$ cat config.mk
export PLATFORM = sky130hd
export DESIGN_NAME = start_stop_ctrl_flat
export DESIGN_NICKNAME = d
export VERILOG_FILES = /design/src/rtl/start_stop_pkg.sv /design/src/rtl/start_stop_ctrl_if.sv /design/src/rtl/button_debounce.sv /design/src/rtl/start_stop_ctrl.sv /design/src/flat_wrapper.sv
export SDC_FILE = /design/constraint.sdc
export NUM_CORES = 1
export LEC_CHECK = 0
export CAP_MARGIN = 25
export CORE_MARGIN = 2
export CORE_UTILIZATION = 35
export DETAILED_ROUTE_END_ITERATION = 6
export PLACE_DENSITY = 0.55
export SYNTH_ARGS = -nofsm -noshare
export SYNTH_HDL_FRONTEND = slang
export SYNTH_SLANG_ARGS = --single-unit
$ cat constraint.sdc
create_clock -name clk -period 1 [get_ports clk]
set_input_delay 0.2 -clock clk [delete_from_list [all_inputs] [get_ports clk]]
set_output_delay 0.2 -clock clk [all_outputs]
set_load 0.02 [all_outputs]
$ cat src/rtl/start_stop_pkg.sv
// Shared run-state encoding for the front-panel controller and the counter-side bench.
package start_stop_pkg;
    localparam int STATE_W = 2;

    typedef enum logic [STATE_W-1:0] {
        IDLE    = 2'b00,
        RUN     = 2'b01,
        HALT    = 2'b10,
        ILLEGAL = 2'b11
    } run_state_t;
endpackage

$ cat src/rtl/start_stop_ctrl_if.sv
// Front-panel bundle: raw buttons in, clean counter commands and status out.
interface start_stop_ctrl_if;
    import start_stop_pkg::*;

    logic               btn_start;
    logic               btn_stop;
    logic               btn_clear;
    logic               start;
    logic               stop;
    logic               clr;
    logic               running;
    logic [STATE_W-1:0] state;

    modport master (
        output btn_start, btn_stop, btn_clear,
        input  start, stop, clr, running, state
    );

    modport slave (
        input  btn_start, btn_stop, btn_clear,
        output start, stop, clr, running, state
    );
endinterface

$ cat src/rtl/button_debounce.sv
// One pushbutton: 2-flop synchroniser, stability-count debouncer, rising-edge detector.
module button_debounce #(
    parameter int DEBOUNCE_CYCLES = 4
) (
    input  logic clk,
    input  logic reset,
    input  logic btn,
    output logic level,
    output logic press
);
    localparam int              CNT_W    = $clog2(DEBOUNCE_CYCLES + 1);
    localparam logic [CNT_W-1:0] CNT_LAST = CNT_W'(DEBOUNCE_CYCLES - 1);

    logic             s1_reg;
    logic             s2_reg;
    logic             db_reg;
    logic             db_d_reg;
    logic [CNT_W-1:0] cnt_reg;

    always_ff @(posedge clk or negedge reset) begin
        if (!reset) begin
            s1_reg   <= 1'b0;
            s2_reg   <= 1'b0;
            db_reg   <= 1'b0;
            db_d_reg <= 1'b0;
            cnt_reg  <= '0;
        end else begin
            s1_reg   <= btn;
            s2_reg   <= s1_reg;
            db_d_reg <= db_reg;
            // Any return to the accepted level restarts the stability count.
            if (s2_reg == db_reg) begin
                cnt_reg <= '0;
            end else if (cnt_reg == CNT_LAST) begin
                db_reg  <= s2_reg;
                cnt_reg <= '0;
            end else begin
                cnt_reg <= cnt_reg + CNT_W'(1);
            end
        end
    end

    assign level = db_reg;
    assign press = db_reg & ~db_d_reg;
endmodule

$ cat src/rtl/start_stop_ctrl.sv
// Run-state machine turning debounced button presses into single-cycle counter commands.
module start_stop_ctrl
    import start_stop_pkg::*;
#(
    parameter int DEBOUNCE_CYCLES = 4
) (
    input  logic              clk,
    input  logic              reset,
    start_stop_ctrl_if.slave  panel
);
    localparam int N_BTN   = 3;
    localparam int B_START = 0;
    localparam int B_STOP  = 1;
    localparam int B_CLEAR = 2;

    logic [N_BTN-1:0] btn_raw;
    logic [N_BTN-1:0] press;
    logic [N_BTN-1:0] level_unused;

    assign btn_raw = {panel.btn_clear, panel.btn_stop, panel.btn_start};

    genvar gi;
    generate
        for (gi = 0; gi < N_BTN; gi++) begin : g_btn
            button_debounce #(
                .DEBOUNCE_CYCLES(DEBOUNCE_CYCLES)
            ) u_debounce (
                .clk   (clk),
                .reset (reset),
                .btn   (btn_raw[gi]),
                .level (level_unused[gi]),
                .press (press[gi])
            );
        end
    endgenerate

    run_state_t state_reg, state_next;
    logic       start_reg, start_next;
    logic       stop_reg, stop_next;
    logic       clr_reg, clr_next;
    logic       running_reg, running_next;

    always_ff @(posedge clk or negedge reset) begin
        if (!reset) begin
            state_reg <= IDLE;
        end else begin
            state_reg <= state_next;
        end
    end

    always_comb begin
        state_next = state_reg;
        case (state_reg)
            IDLE, HALT: if (press[B_START]) state_next = RUN;
            RUN:        if (press[B_STOP])  state_next = HALT;
            default:    state_next = IDLE;
        endcase
        if (press[B_CLEAR]) state_next = IDLE;
    end

    // Start is honoured only outside RUN and stop only inside RUN, so the two never collide.
    always_comb begin
        clr_next     = press[B_CLEAR];
        stop_next    = !press[B_CLEAR] && press[B_STOP] && (state_reg == RUN);
        start_next   = !press[B_CLEAR] && press[B_START]
                       && ((state_reg == IDLE) || (state_reg == HALT));
        running_next = (state_next == RUN);
    end

    always_ff @(posedge clk or negedge reset) begin
        if (!reset) begin
            start_reg   <= 1'b0;
            stop_reg    <= 1'b0;
            clr_reg     <= 1'b0;
            running_reg <= 1'b0;
        end else begin
            start_reg   <= start_next;
            stop_reg    <= stop_next;
            clr_reg     <= clr_next;
            running_reg <= running_next;
        end
    end

    assign panel.start   = start_reg;
    assign panel.stop    = stop_reg;
    assign panel.clr     = clr_reg;
    assign panel.running = running_reg;
    assign panel.state   = state_reg;
endmodule

$ cat src/flat_wrapper.sv
// flat-port wrapper written by rule: the top's interface ports become plain ports
module start_stop_ctrl_flat import start_stop_pkg::*;
#(
    parameter int DEBOUNCE_CYCLES = 4
)
  (clk, reset, panel_btn_start, panel_btn_stop, panel_btn_clear, panel_start, panel_stop, panel_clr, panel_running, panel_state);
  start_stop_ctrl_if panel_i ();
  input  logic clk;
  input  logic reset;
  input wire logic [$bits(panel_i.btn_start)-1:0] panel_btn_start;
  input wire logic [$bits(panel_i.btn_stop)-1:0] panel_btn_stop;
  input wire logic [$bits(panel_i.btn_clear)-1:0] panel_btn_clear;
  output wire logic [$bits(panel_i.start)-1:0] panel_start;
  output wire logic [$bits(panel_i.stop)-1:0] panel_stop;
  output wire logic [$bits(panel_i.clr)-1:0] panel_clr;
  output wire logic [$bits(panel_i.running)-1:0] panel_running;
  output wire logic [$bits(panel_i.state)-1:0] panel_state;
  assign panel_i.btn_start = panel_btn_start;
  assign panel_i.btn_stop = panel_btn_stop;
  assign panel_i.btn_clear = panel_btn_clear;
  assign panel_start = panel_i.start;
  assign panel_stop = panel_i.stop;
  assign panel_clr = panel_i.clr;
  assign panel_running = panel_i.running;
  assign panel_state = panel_i.state;
  start_stop_ctrl #(.DEBOUNCE_CYCLES(DEBOUNCE_CYCLES)) u_core (.clk(clk), .reset(reset), .panel(panel_i));
endmodule
## Word-level counts from Yosys, hierarchy flattened

Index checks and enable logic that the tools add are counted.

| storage, ports and cells | value |
|---|---|
| output and inout bits | 6 |
| register bits | 27 |
| input port bits | 5 |
| word-level logic and storage cells | 62 |

| operators by class | value |
|---|---|
| $add $sub $neg | 3 |
| reductions and logical operators | 11 |
| equal/unequal tests | 9 |
| bitwise gates (word level) | 9 |
| mux-type cells | 10 |

Operators with widths:

| cell | count |
|---|---|
| 2-to-1 mux 3 bit | 6 |
| adder 3 x 1 -> 3 bit (second input constant) | 3 |
| == test 3 x 2 -> 1 bit (second input constant) | 3 |
| 2-to-1 mux 2 bit | 3 |
| NOT 1 bit | 6 |
| AND reduction 2 bit | 3 |
| == test 2 x 1 -> 1 bit (second input constant) | 2 |
| logical AND 1 bit | 4 |
| one-hot mux 2 bit (2 select lines) | 1 |
| AND 1 bit | 3 |
| == test 1 bit | 3 |
| == test 2 bit (second input constant) | 1 |
| logical NOT 2 bit | 1 |
| OR reduction 2 bit | 1 |
| logical NOT 1 bit | 1 |
| logical OR 1 bit | 1 |

## Depth between registers and ports, before layout

Gate-level depths: netlist of the first run.

| logic depth | value |
|---|---|
| depth after elaboration | 6 |
| depth in mapped cells | 3 |
| depth with buffers taken out | 3 |

## Cells and area by module

A second synthesis of the first run with hierarchy kept.

| second synthesis, totals | value |
|---|---|
| cell total of the unflattened synthesis | 58 |
| area, all modules | 980.9 um2 |

By module, submodules not included:

| module | seq. area each (um2) | instances | cells an instance | area an instance (um2) |
|---|---|---|---|---|
| button_debounce (u_core.g_btn[1].u_debounce ...) | 175.2 | 2 | 15 | 252.7 |
| button_debounce (u_core.g_btn[0].u_debounce) | 175.2 | 1 | 15 | 251.5 |
| start_stop_ctrl | 150.1 | 1 | 13 | 224.0 |

## Worst setup path after synthesis of the first run

No wires, ideal clock.

| timing path | value |
|---|---|
| kind | flip-flop to flip-flop |
| start point | register u_core.g_btn[1].u_debounce.cnt_reg[0] |
| end point | register u_core.g_btn[1].u_debounce.db_reg |
| arrival | 0.965 ns |
| path slack | -0.090 ns |
| data required time | 0.875 ns |
| library setup time | 0.125 ns |
| stages on the path, launching flop included | 4 |
| path through | dfrtp_1 -> ha_1 -> nor2b_4 -> mux2_2 |

| between the ends | value |
|---|---|
| longest elaborated chain between the ends | 2 |

Ends and longest elaborated chain:

| item | RTL line | source |
|---|---|---|
| start: declaration | button_debounce.sv:18 | `logic [CNT_W-1:0] cnt_reg;` |
| start signal: assignment | button_debounce.sv:38 | `cnt_reg <= cnt_reg + CNT_W'(1);` |
| == test 3 x 2 -> 1 bit | button_debounce.sv:34 | `end else if (cnt_reg == CNT_LAST) begin` |
| AND reduction 2 bit (no line) | - |  |
| end signal: assignment | button_debounce.sv:35 | `db_reg <= s2_reg;` |
| end: declaration | button_debounce.sv:16 | `logic db_reg;` |

Every way passes these cells.
A chain may end at the register's enable or synchronous reset.

## Worst setup path in the final report of the first run

| timing path | value |
|---|---|
| start point | register u_core.g_btn[0].u_debounce.cnt_reg[0] |
| end point | register u_core.g_btn[0].u_debounce.db_reg |

| between the ends | value |
|---|---|
| longest elaborated chain between the ends | 2 |

Ends and longest elaborated chain:

| item | RTL line |
|---|---|
| start: declaration | button_debounce.sv:18 |
| start signal: assignment | button_debounce.sv:38 |
| == test 3 x 2 -> 1 bit | button_debounce.sv:34 |
| AND reduction 2 bit (no line) | - |
| end signal: assignment | button_debounce.sv:35 |
| end: declaration | button_debounce.sv:16 |

Every way passes these cells.

==> results of run 1 <==
==> cell type report <==
class	count	area [um2]	share of cell area
clock buffer	4	26.3	0.0189
tap	30	37.5	0.0270
sequential	27	676	0.485
multi-input combinational	33	398	0.286
timing repair buffer	26	255	0.183
==> how the worst max path moves through the flow <==
stage / start / to / cells after the start
floorplan: u_core.g_btn[1].u_debounce.cnt_reg[0] / u_core.g_btn[1].u_debounce.level / 3
global placement: u_core.panel.state[1] / panel_state[1] / 1
detailed placement: u_core.panel.state[0] / panel_state[0] / 1
CTS: u_core.g_btn[1].u_debounce.cnt_reg[0] / u_core.g_btn[1].u_debounce.level / 3
global route: u_core.g_btn[0].u_debounce.cnt_reg[0] / u_core.g_btn[0].u_debounce.level / 3
finish: u_core.g_btn[0].u_debounce.cnt_reg[0] / u_core.g_btn[0].u_debounce.level / 3
==> layout by cell type, fill, tap and decap left out <==
| master | n |
|---|---|
| buf_12 | 1 |
| nor2b_4 | 4 |
| nor2_1 | 3 |
| dfrtp_1 | 27 |
| ha_2 | 3 |
| nor3b_2 | 6 |
| nor3_4 | 2 |
| nand2b_1 | 3 |
| a2bb2oi_2 | 1 |
| and2b_1 | 1 |
| nand3b_1 | 1 |
| a21oi_1 | 1 |
| clkbuf_1 | 1 |
| clkbuf_4 | 3 |
| nor3_2 | 2 |
| xnor2_2 | 2 |
| buf_4 | 11 |
| xnor2_4 | 1 |
| clkdlybuf4s50_1 | 4 |
| buf_6 | 10 |
| mux2_4 | 3 |
==> cells by family after synthesis <==
family                   Yosys count  synth area share
flip-flops                        27             0.704
AND/OR/NAND/NOR                   22             0.175
XOR/XNOR                           3            0.0274
multiplexers                       3            0.0352
adder cells (fa/ha/maj)            3            0.0391
AO/OA/AOI/OAI                      2            0.0143
buffers and inverters              1           0.00521
==> per-layer routing <==
layer  track usage  part of all wire  up-vias
met5             0                 0        -
met4        0.0408            0.0069        0
met3        0.0253             0.045        2
met2         0.180              0.50       11
met1         0.125              0.45      278
li1              -                 -      264
==> power by group through the flow <==
| stage | clock (W) | sequential, W | combinational, W |
|---|---|---|---|
| 3_3_place_gp | 0 | 0.00158 | 0.00108 |
| 4_1_cts | 0.000469 | 0.00162 | 0.00141 |
| 3_5_place_dp | 0 | 0.00161 | 0.00110 |
| 2_1_floorplan | 0 | 0.00170 | 0.000586 |
| 6_report | 0.000448 | 0.00165 | 0.00159 |
| 5_1_grt | 0.000511 | 0.00170 | 0.00173 |
==> stage by stage <==
step           utilization  setup TNS (ps)
5_1_grt              0.547           -1810
6_report             0.547            -887
4_1_cts              0.519            -963
3_5_place_dp         0.462           -1260
2_1_floorplan            -            -199
3_3_place_gp         0.462           -1040
==> repair_timing <==
action	CTS	global route
setup buffers	7	2
endpoints found under the setup margin	20	23
pin swaps	4	6
cloned	0	0
endpoints found under the hold margin	0	0
resized for setup	46	11
hold buffers	0	0
==> results.cfg, run 1 <==
[clock_tree]
cts_sinks = 27
clockBufferDepth = 2
clock_latency_ps = 310
cts_tree = done
path_clk_slew_ps = 130
numCtsBuffers = 3
cts_max_level = 1
root_buffer = clkbuf_4

[die]
die_w_um = 56.4
coreArea_um2 = 2540
ios = 11
num_rows = 18
die_y_um = 56.4
start_util = 0.377
die_area_um2 = 3180

[sta]
fin_hold_ws_ps = 223
rsz0062_at_grt = yes
fin_ws_ps = -122
finalCritPeriodShare = 1.12
min_period_ps = 1120
slew_violations = 0
fin_skew_ps = 3.09
fmax_ghz = 0.891
tightest_slew_ps = 323
hold_viol_final = 0
setup_violations = 17
max_slew_margin = 0.783

[finish]
finalInstanceArea_um2 = 1390
fin_nets = 99
diodes = 0
synthToLayoutAreaGrowth_pct = 45.1
largest_register_ffs = 9
fillers = 215
layout-drive-gt1-share = 0.544
stdcell_count = 120

[critical_path]
cp-start-kind = flip-flop
criticalPathCategory = reg2reg
end_kind = flip-flop
crit_buf_inv = 0
crit_arrival_ps = 1330
cp_top_family = flip-flops
crit_path_max_incr_delay_ps = 380
r2r_end = u_core.g_btn[0].u_debounce.level
r2r-start = u_core.g_btn[0].u_debounce.cnt_reg[0]
critPathSlowestCell = dfrtp_1
worstPathMaxFanout = 2
cp_cell_sequence = ha_2 > nor2b_4 > mux2_4
rrSetupSlack_ps = -120
r2r_cells = 3
required_ps = 1210

[detailed_routing]
drt_iter0_markers = 2
post_drt_via_cell_ratio = 4.63
routedWlPerCell_um = 12.1
dr.pass1.iters = 2
post-route-drc-count = 0
ant_nets = 0
vias = 555
wl_um = 1460

[global_route]
antenna_found_initial = 0
grt_pass1_wl_um = 2570
track_usage = 0.104
first_global_vias = 604
overflow = 0
grt_max_degree = 28

[pwr]
p_comb_frac = 0.431
p_total_w = 0.00369
p_per_area_nw_per_um2 = 2650
p_leak_nw = 0.649
worst_ir_drop_vdd_mv = 1.60
p_int_w = 0.00254
clkPwrFrac = 0.121
sw_frac_of_total = 0.313
seq_power_share = 0.447
p_sw_w = 0.00116

[yosys]
synth_common_cells = 27 x dfrtp_1, 5 x nor3b_1
yosys-top-cells-area = dfrtp_1 70%, nor2b_4 4.3%, ha_1 3.9%
synth-seq-cells = 27
yosys.area.top_type = dfrtp_1
synth_fp_nets = 69
synth_top_cell_area_share = 0.704
synthCells = 61
yosysSeqAreaShare = 0.704
synth_top_flop_cell = dfrtp_1
synth_cell_types = 17
syn_avg_cell_area_um2 = 15.7
syn_area_um2 = 960
ys_warn_count = 0
async_flop_share = 1.00
synth-edff-count = 0
synth.most_common_cell = dfrtp_1

[place]
dp.final_hpwl_um = 878
dp_slack_ps = -119
routabilityCongestion = 0.615
portBuffers = 10
place_inst = 107
placed_area_um2 = 1180

[run_status]
violations = setup timing
run_status = finished, violations left

[worst_hold_path]
worstHoldPathType = in2async

[flow_run]
maxCapViolations = 0
(Power assumes the default switching activity.)
==> inputs of run 2 (changes only) <==
--- a/config.mk
+++ b/config.mk
@@ -10,6 +10,7 @@
 export CORE_UTILIZATION = 35
 export DETAILED_ROUTE_END_ITERATION = 6
 export PLACE_DENSITY = 0.55
+export SLEW_MARGIN = 5
 export SYNTH_ARGS = -nofsm -noshare
 export SYNTH_HDL_FRONTEND = slang
 export SYNTH_SLANG_ARGS = --single-unit
==> results of run 2 <==
Final layout, timing and power as in run 1 (identical DEF).
==> inputs of run 3 (changes only) <==
--- a/config.mk
+++ b/config.mk
@@ -6,10 +6,13 @@
 export NUM_CORES = 1
 export LEC_CHECK = 0
 export CAP_MARGIN = 25
+export CELL_PAD_IN_SITES_DETAIL_PLACEMENT = 2
+export CELL_PAD_IN_SITES_GLOBAL_PLACEMENT = 2
 export CORE_MARGIN = 2
-export CORE_UTILIZATION = 35
+export CORE_UTILIZATION = 34
+export CTS_BUF_LIST = sky130_fd_sc_hd__clkbuf_16
 export DETAILED_ROUTE_END_ITERATION = 6
-export PLACE_DENSITY = 0.55
+export PLACE_DENSITY = 0.7
 export SLEW_MARGIN = 5
 export SYNTH_ARGS = -nofsm -noshare
 export SYNTH_HDL_FRONTEND = slang
==> run 3 against run 2 <==
Effect of this change: final cell count did not move; non-clock buffer count is 1 lower; sequential power about the same; the run still ends with setup timing left; largest cell class unchanged.
==> results.cfg, run 3 (synthesis results as in run 1) <==
[run_status]
run_status = finished, violations left
violations = setup timing

[critical_path]
end_kind = flip-flop
worstPathMaxFanout = 2
required_ps = 1150
criticalPathCategory = reg2reg
cp-start-kind = flip-flop
crit_arrival_ps = 1300

[clock_tree]
cts_sinks = 27
hold_buffers = 0
path_clk_slew_ps = 70
numCtsBuffers = 3
clockBufferDepth = 2
root_buffer = clkbuf_16
cts_max_level = 1
cts_tree = done
clock_latency_ps = 260

[detailed_routing]
wl_um = 1670
vias = 568
drt_iter0_markers = 5
post_drt_via_cell_ratio = 4.73
routedWlPerCell_um = 13.9
post-route-drc-count = 0
ant_nets = 0
dr.pass1.iters = 2

[pwr]
p_total_w = 0.00416
p_per_area_nw_per_um2 = 2910
p_leak_nw = 0.664
worst_ir_drop_vdd_mv = 1.48

[global_route]
first_global_vias = 623
overflow = 0
track_usage = 0.122
grt_max_degree = 28
antenna_found_initial = 0
grt_pass1_wl_um = 3030

[place]
placed_area_um2 = 1180
dp_slack_ps = -146
portBuffers = 10
dp.final_hpwl_um = 1100
routabilityCongestion = 0.657

[finish]
layout.cells.most_common = dfrtp_1
final_core_util = 0.526
layout_common_cells = 27 x dfrtp_1, 9 x buf_6, 8 x buf_4
diodes = 0
layout-drive-gt1-share = 0.539
fillers = 250
fin_nets = 98
largest_register_ffs = 9
synthToLayoutAreaGrowth_pct = 48.6
seq_area_um2 = 676
finalInstanceArea_um2 = 1430
multi_input_area_um2 = 393

[sta]
fin_skew_ps = 4.92
rsz0062_at_grt = yes
tightest_slew_ps = 293
max_slew_margin = 0.804
setup_violations = 10
fin_hold_ws_ps = 298
fin_ws_ps = -156
finalCritPeriodShare = 1.16
min_period_ps = 1160
hold_viol_final = 0
fmax_ghz = 0.865
slew_violations = 0

[die]
die_y_um = 57.1
start_util = 0.354
num_rows = 19
die_area_um2 = 3260
ios = 11
coreArea_um2 = 2710
die_w_um = 57.1

[flow_run]
maxCapViolations = 0

[worst_hold_path]
worstHoldPathType = in2async
## run 3: cell types whose count changed in the layout (fill, tap and decap cells not counted), sizes merged
cell      previous run  this run
buf                 22        21
clkbuf               4         3
clkinvlp             0         1
## run 3: power by group
part | total, W | switching, W | internal, W
registers | 0.00166 | 0.000240 | 0.00142
clock network | 0.000908 | 0.000365 | 0.000543
logic | 0.00159 | 0.000644 | 0.000951
## run 3: routing by layer
layer,GRT usage,part of all wire,wire length [um]
met3,0.0295,0.043,72
met2,0.189,0.52,866
met5,0,0,0
met4,0.0399,0,0
met1,0.169,0.44,733
## run 3: layout make-up
| type | count | area share |
|---|---|---|
| repair buffers | 25 | 0.166 |
| multi-input cells | 33 | 0.275 |
| clock buffers | 3 | 0.0526 |
| flip-flops and latches | 27 | 0.474 |
| clock inverters | 1 | 0.00526 |
| well taps | 31 | 0.0272 |
## run 3: worst max-delay path: stages (launching register included)
cell and delay (ps):
dfrtp_1 370, ha_2 190, nor2b_4 180, mux2_4 310
## run 3: per-stage QoR
stage | instances | TNS (ps)
after global placement | 109 | -953
after CTS | 116 | -702
final | 120 | -650
after detailed placement | 109 | -1480
after floorplan | 61 | -199
after global routing | 120 | -1330
## run 3: final timing paths
kind                                                       start                           endpoint  slack [ps]  cells after the start
setup / recovery           u_core.g_btn[0].u_debounce.cnt_reg[0]   u_core.g_btn[0].u_debounce.level        -160                      3
hold / removal                                             reset              u_core.panel.state[0]         300                      2
hold reg to reg                u_core.g_btn[1].u_debounce.s1_reg  u_core.g_btn[1].u_debounce.s2_reg         350                      0
setup reg to reg           u_core.g_btn[0].u_debounce.cnt_reg[0]   u_core.g_btn[0].u_debounce.level        -160                      3
min in group clk               u_core.g_btn[1].u_debounce.s1_reg  u_core.g_btn[1].u_debounce.s2_reg         350                      0
max in group asynchronous                                  reset              u_core.panel.state[1]         550                      2
## run 3: timing repair
item / CTS / global route
gates resized for setup: 38 / 14
setup endpoints to repair: 20 / 19
setup buffers: 3 / 5
pin swaps: 3 / 6
